===== config.mk =====
export PLATFORM = sky130hd
export DESIGN_NAME = rtc_cmd_arbiter
export DESIGN_NICKNAME = d
export VERILOG_FILES = /design/src/rtl/rtc_cmd_arbiter.sv
export SDC_FILE = /design/constraint.sdc
export NUM_CORES = 1
export LEC_CHECK = 0
export BUFFER_PORTS_ARGS = -buffer_cell sky130_fd_sc_hd__buf_2
export CORE_MARGIN = 8
export CORE_UTILIZATION = 25
export DETAILED_ROUTE_END_ITERATION = 12
export HOLD_SLACK_MARGIN = 0.12
export PLACE_DENSITY = 0.48
export SYNTH_ARGS = -nofsm -noshare
export SYNTH_HDL_FRONTEND = slang
export SYNTH_SLANG_ARGS = --single-unit

===== constraint.sdc =====
create_clock -name sys_clk -period 1.6 [get_ports sys_clk]
set_input_delay 0.16 -clock sys_clk [delete_from_list [all_inputs] [get_ports sys_clk]]
set_output_delay 0.16 -clock sys_clk [all_outputs]
set_load 0.1 [all_outputs]

===== src/rtl/rtc_cmd_arbiter.sv =====
// Two-client round-robin arbiter in front of a DS1302 serial command engine.
// Optional downstream-ack watchdog enabled by defining RTC_ARB_TIMEOUT_EN.
module rtc_cmd_arbiter #(
   parameter logic [15:0] TIMEOUT_CYCLES = 16'd50000
) (
   input  logic       sys_clk,
   input  logic       rst,
   input  logic       c0_cmd_read,
   input  logic       c0_cmd_write,
   input  logic [7:0] c0_read_addr,
   input  logic [7:0] c0_write_addr,
   input  logic [7:0] c0_write_data,
   output logic       c0_read_ack,
   output logic       c0_write_ack,
   output logic [7:0] c0_read_data,
   input  logic       c1_cmd_read,
   input  logic       c1_cmd_write,
   input  logic [7:0] c1_read_addr,
   input  logic [7:0] c1_write_addr,
   input  logic [7:0] c1_write_data,
   output logic       c1_read_ack,
   output logic       c1_write_ack,
   output logic [7:0] c1_read_data,
   output logic       cmd_read,
   output logic       cmd_write,
   output logic [7:0] read_addr,
   output logic [7:0] write_addr,
   output logic [7:0] write_data,
   input  logic       cmd_read_ack,
   input  logic       cmd_write_ack,
   input  logic [7:0] read_data,
   output logic       busy,
   output logic       timeout_err
);

   typedef enum logic [1:0] {IDLE, ISSUE, DONE} state_t;

   state_t          state_q;
   logic            last_grant_q, grant_q, rd_q;
   logic [7:0]      raddr_q, waddr_q, wdata_q;
   logic            cmd_read_q, cmd_write_q, timeout_q;
   logic [1:0]      rack_q, wack_q;
   logic [1:0][7:0] rdata_q;

   logic            pend0, pend1, grant_d, rd_d, ack_match, timeout_hit;
   logic [7:0]      raddr_d, waddr_d, wdata_d, done_data;

   always_comb begin
      pend0 = c0_cmd_read | c0_cmd_write;
      pend1 = c1_cmd_read | c1_cmd_write;
      grant_d = 1'b0;
      if (pend0 && pend1) grant_d = ~last_grant_q;
      else if (pend1)     grant_d = 1'b1;
      // a client asking for both is served as a read; its write stays pending
      rd_d    = grant_d ? c1_cmd_read   : c0_cmd_read;
      raddr_d = grant_d ? c1_read_addr  : c0_read_addr;
      waddr_d = grant_d ? c1_write_addr : c0_write_addr;
      wdata_d = grant_d ? c1_write_data : c0_write_data;
      ack_match = rd_q ? cmd_read_ack : cmd_write_ack;
      done_data = ack_match ? read_data : 8'hFF;
   end

`ifdef RTC_ARB_TIMEOUT_EN
   logic [15:0] tcnt_q;

   always_ff @(posedge sys_clk) begin
      if (rst || state_q != ISSUE) tcnt_q <= 16'd0;
      else                         tcnt_q <= tcnt_q + 16'd1;
   end

   assign timeout_hit = (tcnt_q == TIMEOUT_CYCLES - 16'd1);
`else
   logic [15:0] unused_timeout_cycles;
   assign unused_timeout_cycles = TIMEOUT_CYCLES;
   assign timeout_hit = 1'b0;
`endif

   always_ff @(posedge sys_clk) begin
      if (rst) begin
         state_q      <= IDLE;
         last_grant_q <= 1'b1;
         grant_q      <= 1'b0;
         rd_q         <= 1'b0;
         raddr_q      <= 8'd0;
         waddr_q      <= 8'd0;
         wdata_q      <= 8'd0;
         cmd_read_q   <= 1'b0;
         cmd_write_q  <= 1'b0;
         timeout_q    <= 1'b0;
         rack_q       <= 2'b00;
         wack_q       <= 2'b00;
         rdata_q      <= '0;
      end else begin
         rack_q    <= 2'b00;
         wack_q    <= 2'b00;
         timeout_q <= 1'b0;
         case (state_q)
            IDLE: begin
               if (pend0 || pend1) begin
                  state_q     <= ISSUE;
                  grant_q     <= grant_d;
                  rd_q        <= rd_d;
                  raddr_q     <= raddr_d;
                  waddr_q     <= waddr_d;
                  wdata_q     <= wdata_d;
                  cmd_read_q  <= rd_d;
                  cmd_write_q <= ~rd_d;
               end
            end
            ISSUE: begin
               if (ack_match || timeout_hit) begin
                  state_q     <= DONE;
                  cmd_read_q  <= 1'b0;
                  cmd_write_q <= 1'b0;
                  timeout_q   <= ~ack_match;
                  if (rd_q) begin
                     rack_q[grant_q]  <= 1'b1;
                     rdata_q[grant_q] <= done_data;
                  end else begin
                     wack_q[grant_q]  <= 1'b1;
                  end
               end
            end
            default: begin
               state_q      <= IDLE;
               last_grant_q <= grant_q;
            end
         endcase
      end
   end

   assign cmd_read     = cmd_read_q;
   assign cmd_write    = cmd_write_q;
   assign read_addr    = (state_q == ISSUE) ? raddr_q : 8'd0;
   assign write_addr   = (state_q == ISSUE) ? waddr_q : 8'd0;
   assign write_data   = (state_q == ISSUE) ? wdata_q : 8'd0;
   assign busy         = (state_q != IDLE);
   assign timeout_err  = timeout_q;
   assign c0_read_ack  = rack_q[0];
   assign c1_read_ack  = rack_q[1];
   assign c0_write_ack = wack_q[0];
   assign c1_write_ack = wack_q[1];
   assign c0_read_data = rdata_q[0];
   assign c1_read_data = rdata_q[1];

endmodule


# [Word-level counts from Yosys, hierarchy flattened]
# Index checks and enable logic that the tools add are counted.
[classes] magnitude_cmp=2 eq_ne=3 mux=24 n_bitwise=7 reduce_logical=14
[op_table] op="$mux 8" count=8
[op_table] op="$bwmux 16" count=1
[op_table] op="$demux 8 s1" count=1
[op_table] op="$mux 1" count=8
[op_table] op="$reduce_or 4->1" count=2
[op_table] op="$reduce_and 3->1" count=2
[op_table] op="$not 1->1" count=5
[op_table] op="$mux 2" count=2
[op_table] op="$ne 2x2->1 const B" count=2
[op_table] op="$pmux 1 s2" count=2
[op_table] op="$pmux 2 s2" count=1
[op_table] op="$reduce_and 2->1" count=2
[op_table] op="$reduce_bool 2->1" count=2
[op_table] op="$reduce_or 3->1" count=1
[op_table] op="$eq 2x1->1 const B" count=1
[op_table] op="$logic_and 1x1->1" count=2
[op_table] op="$logic_not 2->1" count=1
[op_table] op="$lt 1x2->1 const B" count=1
[op_table] op="$or 1x1->1" count=2
[op_table] op="$reduce_or 2->1" count=1
[op_table] op="$demux 1 s1" count=1
[op_table] op="$ge 1x1->1 const B" count=1
[op_table] op="$logic_or 1x1->1" count=1
[word_totals] register_bits=52 inputBits=64 output_inout_bits=48 wordCells=64

# [Depth between registers and ports, before layout]
# Gate-level depths: netlist (run 1).
[logic_depth] ltp_word=7 mapped_depth=7 mapped_depth_nobuf=4

# [Worst setup path after synthesis (run 1)]
# Ideal clock, no wire load.
[synth_path] path_kind="register to output" from="register state_q[0]" to="output port read_addr[0]" arrival_ns=1.596 t_required_ns=1.440 setup_slack_ns=-0.156 stages_incl_launch_ff=5 path_buffers=2 path_cell_list="dfxtp_1 nor2b_2 buf_4 clkbuf_1 and2_1"
[synth_via] elab_chain_len=2
[synth_rtl] element="from (decl)" line="38" text="state_t state_q;"
[synth_rtl] element="from (signal assigned)" line="80" text="state_q <= IDLE;"
[synth_rtl] element="from (signal assigned)" line="100" text="state_q <= ISSUE;"
[synth_rtl] element="from (signal assigned)" line="112" text="state_q <= DONE;"
[synth_rtl] element="$eq 2x1->1" line="134" text="assign read_addr = (state_q == ISSUE) ? raddr_q : 8'd0;"
[synth_rtl] element="$mux 8" line="134"
[synth_rtl] element="to (decl)" line="26" text="output logic [7:0] read_addr,"
# No other way between the ends.

# [Final worst setup path (run 1)]
[layout_path] from="register state_q[1]" to="output port write_data[0]"
[layout_via] elab_chain_len=2
[layout_rtl] element="$eq 2x1->1" line="136" text="assign write_data = (state_q == ISSUE) ? wdata_q : 8'd0;"
[layout_rtl] element="$mux 8" line="136"
[layout_rtl] element="to (decl)" line="28" text="output logic [7:0] write_data,"
# No other way between the ends.

==> summary.txt, run 1 <==
Outcome
  • Status: completed

Floorplan
  • DIE AREA: around 0.012 mm2
  • Row cnt: 34
  • Die height: between 100 and 150 um
  • Initial Util: between 20 and 30%
  • Top-Level Pins: 112
  • Die Span X: 110 um
  • Core area: 0.00864 mm2

Clock tree
  • Root Driver: clkbuf_8
  • H-tree Lvls: 2
  • Clock transition at path regs: 0.10 ns
  • Num CTS Buffers: 5
  • CTS tree: done
  • Clock Latency Late Sink: 0.30 ns
  • Max clock buf depth: 2
  • Clock Sinks: 52

Pwr
  • Pwr dens: ~940 mW/mm2
  • LEAKAGE: 1.79 nW
  • Peak VDD IR: roughly 0.46 mV

Hold path
  • Hold Crit Class: input port to register

Global route
  • Initial antenna violation count: 0
  • Largest net degree at the start of global routing: 39
  • First-pass GRT wire length: between 10000 and 15000 um
  • Global-route usage over all layers: a little over an eighth
  • Vias in the first global route: about 2600
  • Global route overflow: 0

STA
  • Final Critical Period: approximately 1.6 ns
  • Peak Freq: about 640 MHz
  • Final Setup Violations: 0
  • Fin crit share: between 90% and 100%
  • Min Hold Slack: roughly 0.14 ns
  • Setup Skew: about 0.0086 ns
  • Pins over their slew limit: 0
  • TNS Setup: 0 ns
  • RSZ-0062 raised after global routing: true
  • Hold Fails Final Rpt: 0

Critical path
  • FF-to-FF setup slack: ~0.12 ns
  • Critical Path Source Type: register
  • Worst Setup End Kind: output port
  • CP peak stage delay: ~0.38 ns
  • Critical-path top delay cell: dfxtp_4
  • WP data required: 1.44 ns
  • Setup CP Type: register to output port
  • Crit-path max FO: 5
  • Crit path DAT: approximately 1.4 ns
  • Crit path cell chain: nor2b_4 -> buf_4 -> and2_2 -> buf_12

Logic synthesis
  • Post-synthesis cell type count: 35
  • Synth Warn #: 0
  • Synthesized cell area: around 0.0022 mm2
  • Register area share after synthesis: between 40% and 50%
  • Yosys reg bits: between 50 and 60
  • Largest area contributor in the netlist: dfxtp_1
  • Synthesized instance count: 269
  • Top post-synthesis cells by area: dfxtp_1 47%, nand2_1 8.7%, and2_1 7.4%
  • Synth top area share: between 40% and 50%
  • Avg Cell Area, Syn: between 8 and 9 um2
  • Post-Syn Nets: 333

Layout
  • # diodes: 0
  • Fill count: around 820
  • NumNets Final: about 500
  • Design area: about 0.0040 mm2
  • P&R area growth vs syn: 81.1%
  • Layout cell share with drive strength beyond 1: between 30% and 40%

Placement
  • Port bufs: 111
  • HPWL after DPL: around 5300 um
  • Dpl cell area: ~0.0033 mm2
  • Gpl congestion: 0.730

Drt
  • 1st-iter DRT viols: 80
  • Vias: between 2000 and 2500
  • Final WL: approximately 8000 um
  • Vias per cell: roughly 4.5
  • Iteration count of the initial detailed-routing pass: 4
  • Wirelength per Cell: about 15 um
  • DRC viols: 0
  • ANT nets after route: 0

Run
  • Max-cap viol count: 0
[cells by family after synthesis]
| logic type | after synthesis | share of synthesized area, % |
|---|---|---|
| flip-flops | 52 | 47.1 |
| multiplexers | 2 | 1.08 |
| AO/OA/AOI/OAI | 61 | 19.4 |
| other | 1 | 0.170 |
| buffers and inverters | 24 | 5.43 |
| AND/OR/NAND/NOR | 129 | 26.8 |
[placed cells by master (no fill, tap or decap), types with 2 or more instances in the layout]
| master | Yosys | layout |
|---|---|---|
| a311oi_1 | 14 | 14 |
| buf_4 | 2 | 11 |
| and2_1 | 26 | 2 |
| dlygate4sd3_1 | 0 | 48 |
| nand2_1 | 51 | 51 |
| buf_6 | 2 | 4 |
| and2_4 | 0 | 17 |
| a21oi_1 | 3 | 3 |
| a211oi_1 | 15 | 15 |
| buf_12 | 0 | 27 |
| dfxtp_1 | 52 | 50 |
| buf_2 | 6 | 87 |
| nor4_1 | 2 | 2 |
| o21ai_0 | 12 | 12 |
| and2_2 | 0 | 7 |
| inv_1 | 3 | 3 |
| a31oi_1 | 10 | 10 |
| nor2_1 | 41 | 41 |
| clkbuf_8 | 0 | 5 |
[repair_timing]
action	CTS	global route
resized for setup	8	19
pin swaps	0	6
hold buffers	47	1
buffers inserted	2	2
endpoints found under the setup margin	24	29
gates cloned	2	0
endpoints found under the hold margin	25	1
[worst paths after layout]
kind / start / end / cells after the start
setup / recovery: state_q[1]$_SDFFE_PP0P_ / write_data[0] / 4
hold / removal: c0_read_addr[2] / raddr_q[2]$_SDFFE_PP0P_ / 3
setup reg to reg: state_q[1]$_SDFFE_PP0P_ / c0_read_data[4]$_SDFFE_PP0P_ / 6
hold reg to reg: waddr_q[6]$_SDFFE_PP0P_ / waddr_q[6]$_SDFFE_PP0P_ / 2
[metrics by stage]
stage	power (mW)	util, %	worst slack, ns	instances
2_1_floorplan	2.28	-	0.0737	269
3_3_place_gp	2.71	38.4	0.182	479
3_5_place_dp	2.72	38.4	0.148	479
4_1_cts	3.77	45.7	-0.000396	538
5_1_grt	3.96	46.4	-0.0456	541
6_report	3.76	46.4	0.0390	541
[final cells by class]
class	instances	area [um2]	share of cell area (%)
inverter	3	11.3	0.281
multi-input combinational	193	1120	27.9
timing repair buffer	177	1580	39.6
clock inverter	3	42.5	1.06
tap	108	135	3.38
clock buffer	5	68.8	1.72
sequential	52	1050	26.1
[sequential cells by signal (all words and copies together) (netlist names)]
| name | cells |
|---|---|
| rd_q | 1 |
| cmd_read | 1 |
| raddr_q | 8 |
| rack_q | 2 |
| c0_read_data | 8 |
| wack_q | 2 |
| wdata_q | 8 |
| waddr_q | 8 |
| timeout_err | 1 |
| cmd_write | 1 |
| state_q | 2 |
| last_grant_q | 1 |
| c1_read_data | 8 |
| grant_q | 1 |
[synth_stat cells]
library cell	count
buf_2	6
o221ai_1	1
a21oi_1	3
nor2_2	1
nor4b_1	1
nand2b_1	1
dfxtp_1	52
a211oi_1	15
and4b_1	1
and3_1	1
o21ai_1	1
and2_1	26
nand3b_1	1
nor2b_2	1
mux2i_2	1
conb_1	1
a211oi_2	1
and4_1	1
buf_6	2
a21boi_0	1
o21a_1	1
clkbuf_1	10
buf_1	1
nand2_1	51
nor3_2	1
o211ai_1	1
inv_1	3
mux2i_1	1
nor4_1	2
a21o_1	1
buf_4	2
o21ai_0	12
a311oi_1	14
nor2_1	41
a31oi_1	10
[per-layer routing]
| layer | routed length [um] | share of wire (%) | GRT usage, % |
|---|---|---|---|
| met2 | 3740 | 47 | 22.0 |
| met5 | 0 | 0 | 0 |
| met3 | 817 | 10 | 5.64 |
| met1 | 3360 | 42 | 16.0 |
| met4 | 104 | 1.3 | 3.57 |
[critical path, delay by kind of cell (launching register included)]
kind	cells	cell delay, ns
flip-flops	1	0.38
AND/OR/NAND/NOR	2	0.37
buffers and inverters	2	0.34
[report_power, final]
part / internal, mW / switching [mW] / total, mW
Clock: 0.464 / 0.448 / 0.912
Combinational: 0.542 / 0.840 / 1.38
Sequential: 1.40 / 0.0575 / 1.46
No activity file was read; power rests on OpenSTA's default activity.
==> run 2, diff against run 1 <==
--- a/config.mk
+++ b/config.mk
@@ -10,7 +10,7 @@
 export CORE_UTILIZATION = 25
 export DETAILED_ROUTE_END_ITERATION = 12
 export HOLD_SLACK_MARGIN = 0.12
-export PLACE_DENSITY = 0.48
+export PLACE_DENSITY = 0.5
 export SYNTH_ARGS = -nofsm -noshare
 export SYNTH_HDL_FRONTEND = slang
 export SYNTH_SLANG_ARGS = --single-unit
==> constraint.sdc (replaced) <==
create_clock -name sys_clk -period 1.35 [get_ports sys_clk]
set_input_delay 0.135 -clock sys_clk [delete_from_list [all_inputs] [get_ports sys_clk]]
set_output_delay 0.135 -clock sys_clk [all_outputs]
set_load 0.1 [all_outputs]
==> run 2 against run 1 <==
The run now ends with setup timing left. Die area unchanged. Global-route usage about the same. Cell count up 4.1%. Via count up 4.3%. Non-clock buffer count up 22. Sequential cell count unchanged. Register-to-register slack worse by 0.25 ns. Critical path type unchanged.
==> summary.txt, run 2 (same netlist as run 1, synthesis figures left out) <==
Floorplan
  • DIE AREA: 0.0121 mm2 (unchanged)
  • Top-Level Pins: 112 (unchanged)
  • Row cnt: 34 (unchanged)
  • Die Span X: 110 um (unchanged)
  • Initial Util: 25.6% (unchanged)
  • Core area: 0.00864 mm2 (unchanged)
  • Die height: 110 um (unchanged)

Hold path
  • Hold Crit Class: input port to register

Global route
  • Vias in the first global route: 2637 (+2.1%)
  • Initial antenna violation count: 0 (unchanged)
  • Largest net degree at the start of global routing: 34 (-13%)
  • Global route overflow: 0 (unchanged)
  • First-pass GRT wire length: 12900 um (-0.32%)
  • Global-route usage over all layers: 13.5% (about the same)

Pwr
  • Sw Ratio: 35.3% (-0.55 points)
  • Sequential power share: 36.2% (-2.7 points)
  • Total power: 4.80 mW (+28%)
  • Clock share of power: 23.6% (-0.7 points)
  • Peak VDD IR: 0.527 mV (+15%)
  • Pwr dens: 1070 mW/mm2 (+14%)
  • Pint: 3.11 mW (+29%)
  • LEAKAGE: 1.99 nW (+11%)
  • Switching power of the nets: 1.69 mW (+26%)
  • Logic pwr share: 40.2% (+3.4 points)

STA
  • Setup Skew: 0.00508 ns (-0.00347 ns)
  • Peak Freq: 666 MHz
  • Final Setup Violations: 44 (+44)
  • RSZ-0062 raised after global routing: true
  • Fin crit share: 111%
  • Final WS setup: -0.152 ns (-0.192 ns)
  • Min Hold Slack: 0.149 ns (+0.00967 ns)
  • Pins over their slew limit: 0 (unchanged)
  • Final Critical Period: approximately 1.5 ns
  • Hold Fails Final Rpt: 0 (unchanged)

Critical path
  • Buf/Inv on CP: 2 (unchanged)
  • Worst r2r src: state_q[0]$_SDFFE_PP0P_
  • FF-to-FF setup slack: -0.13 ns (-0.25 ns)
  • Crit path DAT: 1.37 ns (-0.03 ns)
  • Critical Path Sink: write_addr[6]
  • Crit path cell chain: nor2b_4 -> buf_6 -> and2_2 -> buf_12
  • Family with the most delay on the worst path: simple AND/OR/NAND/NOR gates
  • Critical-path top delay cell: dfxtp_4
  • WP data required: 1.22 ns (-0.22 ns)
  • Worst Setup End Kind: output port
  • Setup CP Type: register to output port
  • R2R depth: 7 (+1)
  • Crit-path max FO: 9 (+4)
  • Launch point of the worst path: state_q[0]$_SDFFE_PP0P_
  • Critical Path Source Type: register
  • R2R Path End: c0_read_data[3]$_SDFFE_PP0P_
  • CP peak stage delay: 0.35 ns (-0.03 ns)
  • Critical path depth: 4 (unchanged)

Layout
  • Most common cell after layout, fill and taps aside: buf_2
  • Sequential cell area: 0.00105 mm2 (+0.36%)
  • Non-Filler Instances: 563 (+4.1%)
  • Most frequent cells in the layout: 86 x buf_2, 49 x nand2_1, 49 x dfxtp_1, 49 x dlygate4sd3_1, 36 x nor2_1
  • NumNets Final: 518 (+4.4%)
  • Design area: 0.00449 mm2 (+12%)
  • Multi-input logic area: 0.00124 mm2 (+11%)
  • Layout cell share with drive strength beyond 1: 47.9% (+8.9 points)
  • Fill count: 798 (-2.8%)
  • # diodes: 0 (unchanged)
  • P&R area growth vs syn: 103%

Run
  • Max-cap viol count: 0 (unchanged)

Drt
  • ANT nets after route: 0 (unchanged)
  • Vias per cell: 4.54 (+0.25%)
  • DRC viols: 0 (unchanged)
  • Vias: 2554 (+4.3%)
  • Wirelength per Cell: 15.3 um (+3.3%)
  • Final WL: 8630 um (+7.5%)
  • 1st-iter DRT viols: 59 (-26%)
  • Iteration count of the initial detailed-routing pass: 4 (unchanged)

Clock tree
  • H-tree Lvls: 2 (unchanged)
  • Num CTS Buffers: 5 (unchanged)
  • Clock transition at path regs: 0.09 ns (about the same)
  • Clock Latency Late Sink: 0.30 ns (about the same)
  • CTS tree: done
  • Max clock buf depth: 2 (unchanged)
  • Root Driver: clkbuf_8
  • Clock Sinks: 52 (unchanged)

Placement
  • HPWL after DPL: 5440 um (+2.9%)
  • Dpl cell area: 0.00341 mm2 (+2.8%)
  • Gpl congestion: 0.708 (-3.0%)
  • Dpl cells: 484 (+1.0%)
  • Port bufs: 111 (unchanged)

Outcome
  • Status: complete, but fails checks
  • Failing checks: setup timing
-- run 2: per-stage QoR --
| stage | setup WS [ns] | setup TNS, ns | utilization [%] |
|---|---|---|---|
| 2_1_floorplan | -0.137 | -1.21 | - |
| 3_3_place_gp | -0.0131 | -0.0231 | 39.5 |
| 3_5_place_dp | -0.0530 | -0.116 | 39.5 |
| 4_1_cts | -0.153 | -3.30 | 49.5 |
| 5_1_grt | -0.225 | -8.40 | 51.9 |
| 6_report | -0.152 | -4.45 | 51.9 |
-- run 2: layout make-up --
type,count,share of cell area [%]
sequential,52,23.4
multi-input combinational,193,27.7
inverter,3,0.335
clock buffer,6,1.84
clock inverter,2,0.865
tap,108,3.01
timing repair buffer,199,42.9
-- run 2: how the worst min path moves through the flow --
stage,start,endpoint,slack (ns),depth (start not counted)
after detailed placement,c1_write_data[4],wdata_q[4]$_SDFFE_PP0P_,0.40,3
after global placement,c0_read_addr[2],raddr_q[2]$_SDFFE_PP0P_,0.40,3
after CTS,rst,state_q[1]$_SDFFE_PP0P_,0.14,2
after global routing,rst,state_q[1]$_SDFFE_PP0P_,0.15,2
final,rst,state_q[1]$_SDFFE_PP0P_,0.15,2
after floorplan,cmd_write_ack,wack_q[0]$_SDFF_PP0_,0.28,2
-- run 2: routing by layer --
| metal | part of all wire (%) | track usage [%] |
|---|---|---|
| met1 | 41 | 15.5 |
| met2 | 51 | 23.7 |
| met3 | 7.2 | 3.90 |
| met4 | 1.1 | 3.95 |
| met5 | 0 | 0 |
-- run 2: power by group through the flow --
stage	Sequential, mW	Clock, mW	Combinational (mW)
floorplan	1.90	0	0.825
global placement	1.76	0	1.51
detailed placement	1.77	0	1.51
CTS	1.73	1.17	1.78
global route	1.76	1.24	2.03
finish	1.74	1.13	1.93
-- run 2: timing repair --
action	in CTS	in global routing
endpoints found under the setup margin	31	68
pin swaps	19	16
gates cloned	4	4
setup buffers	9	5
hold buffers	49	0
resized for setup	33	35
hold endpoints to repair	26	0
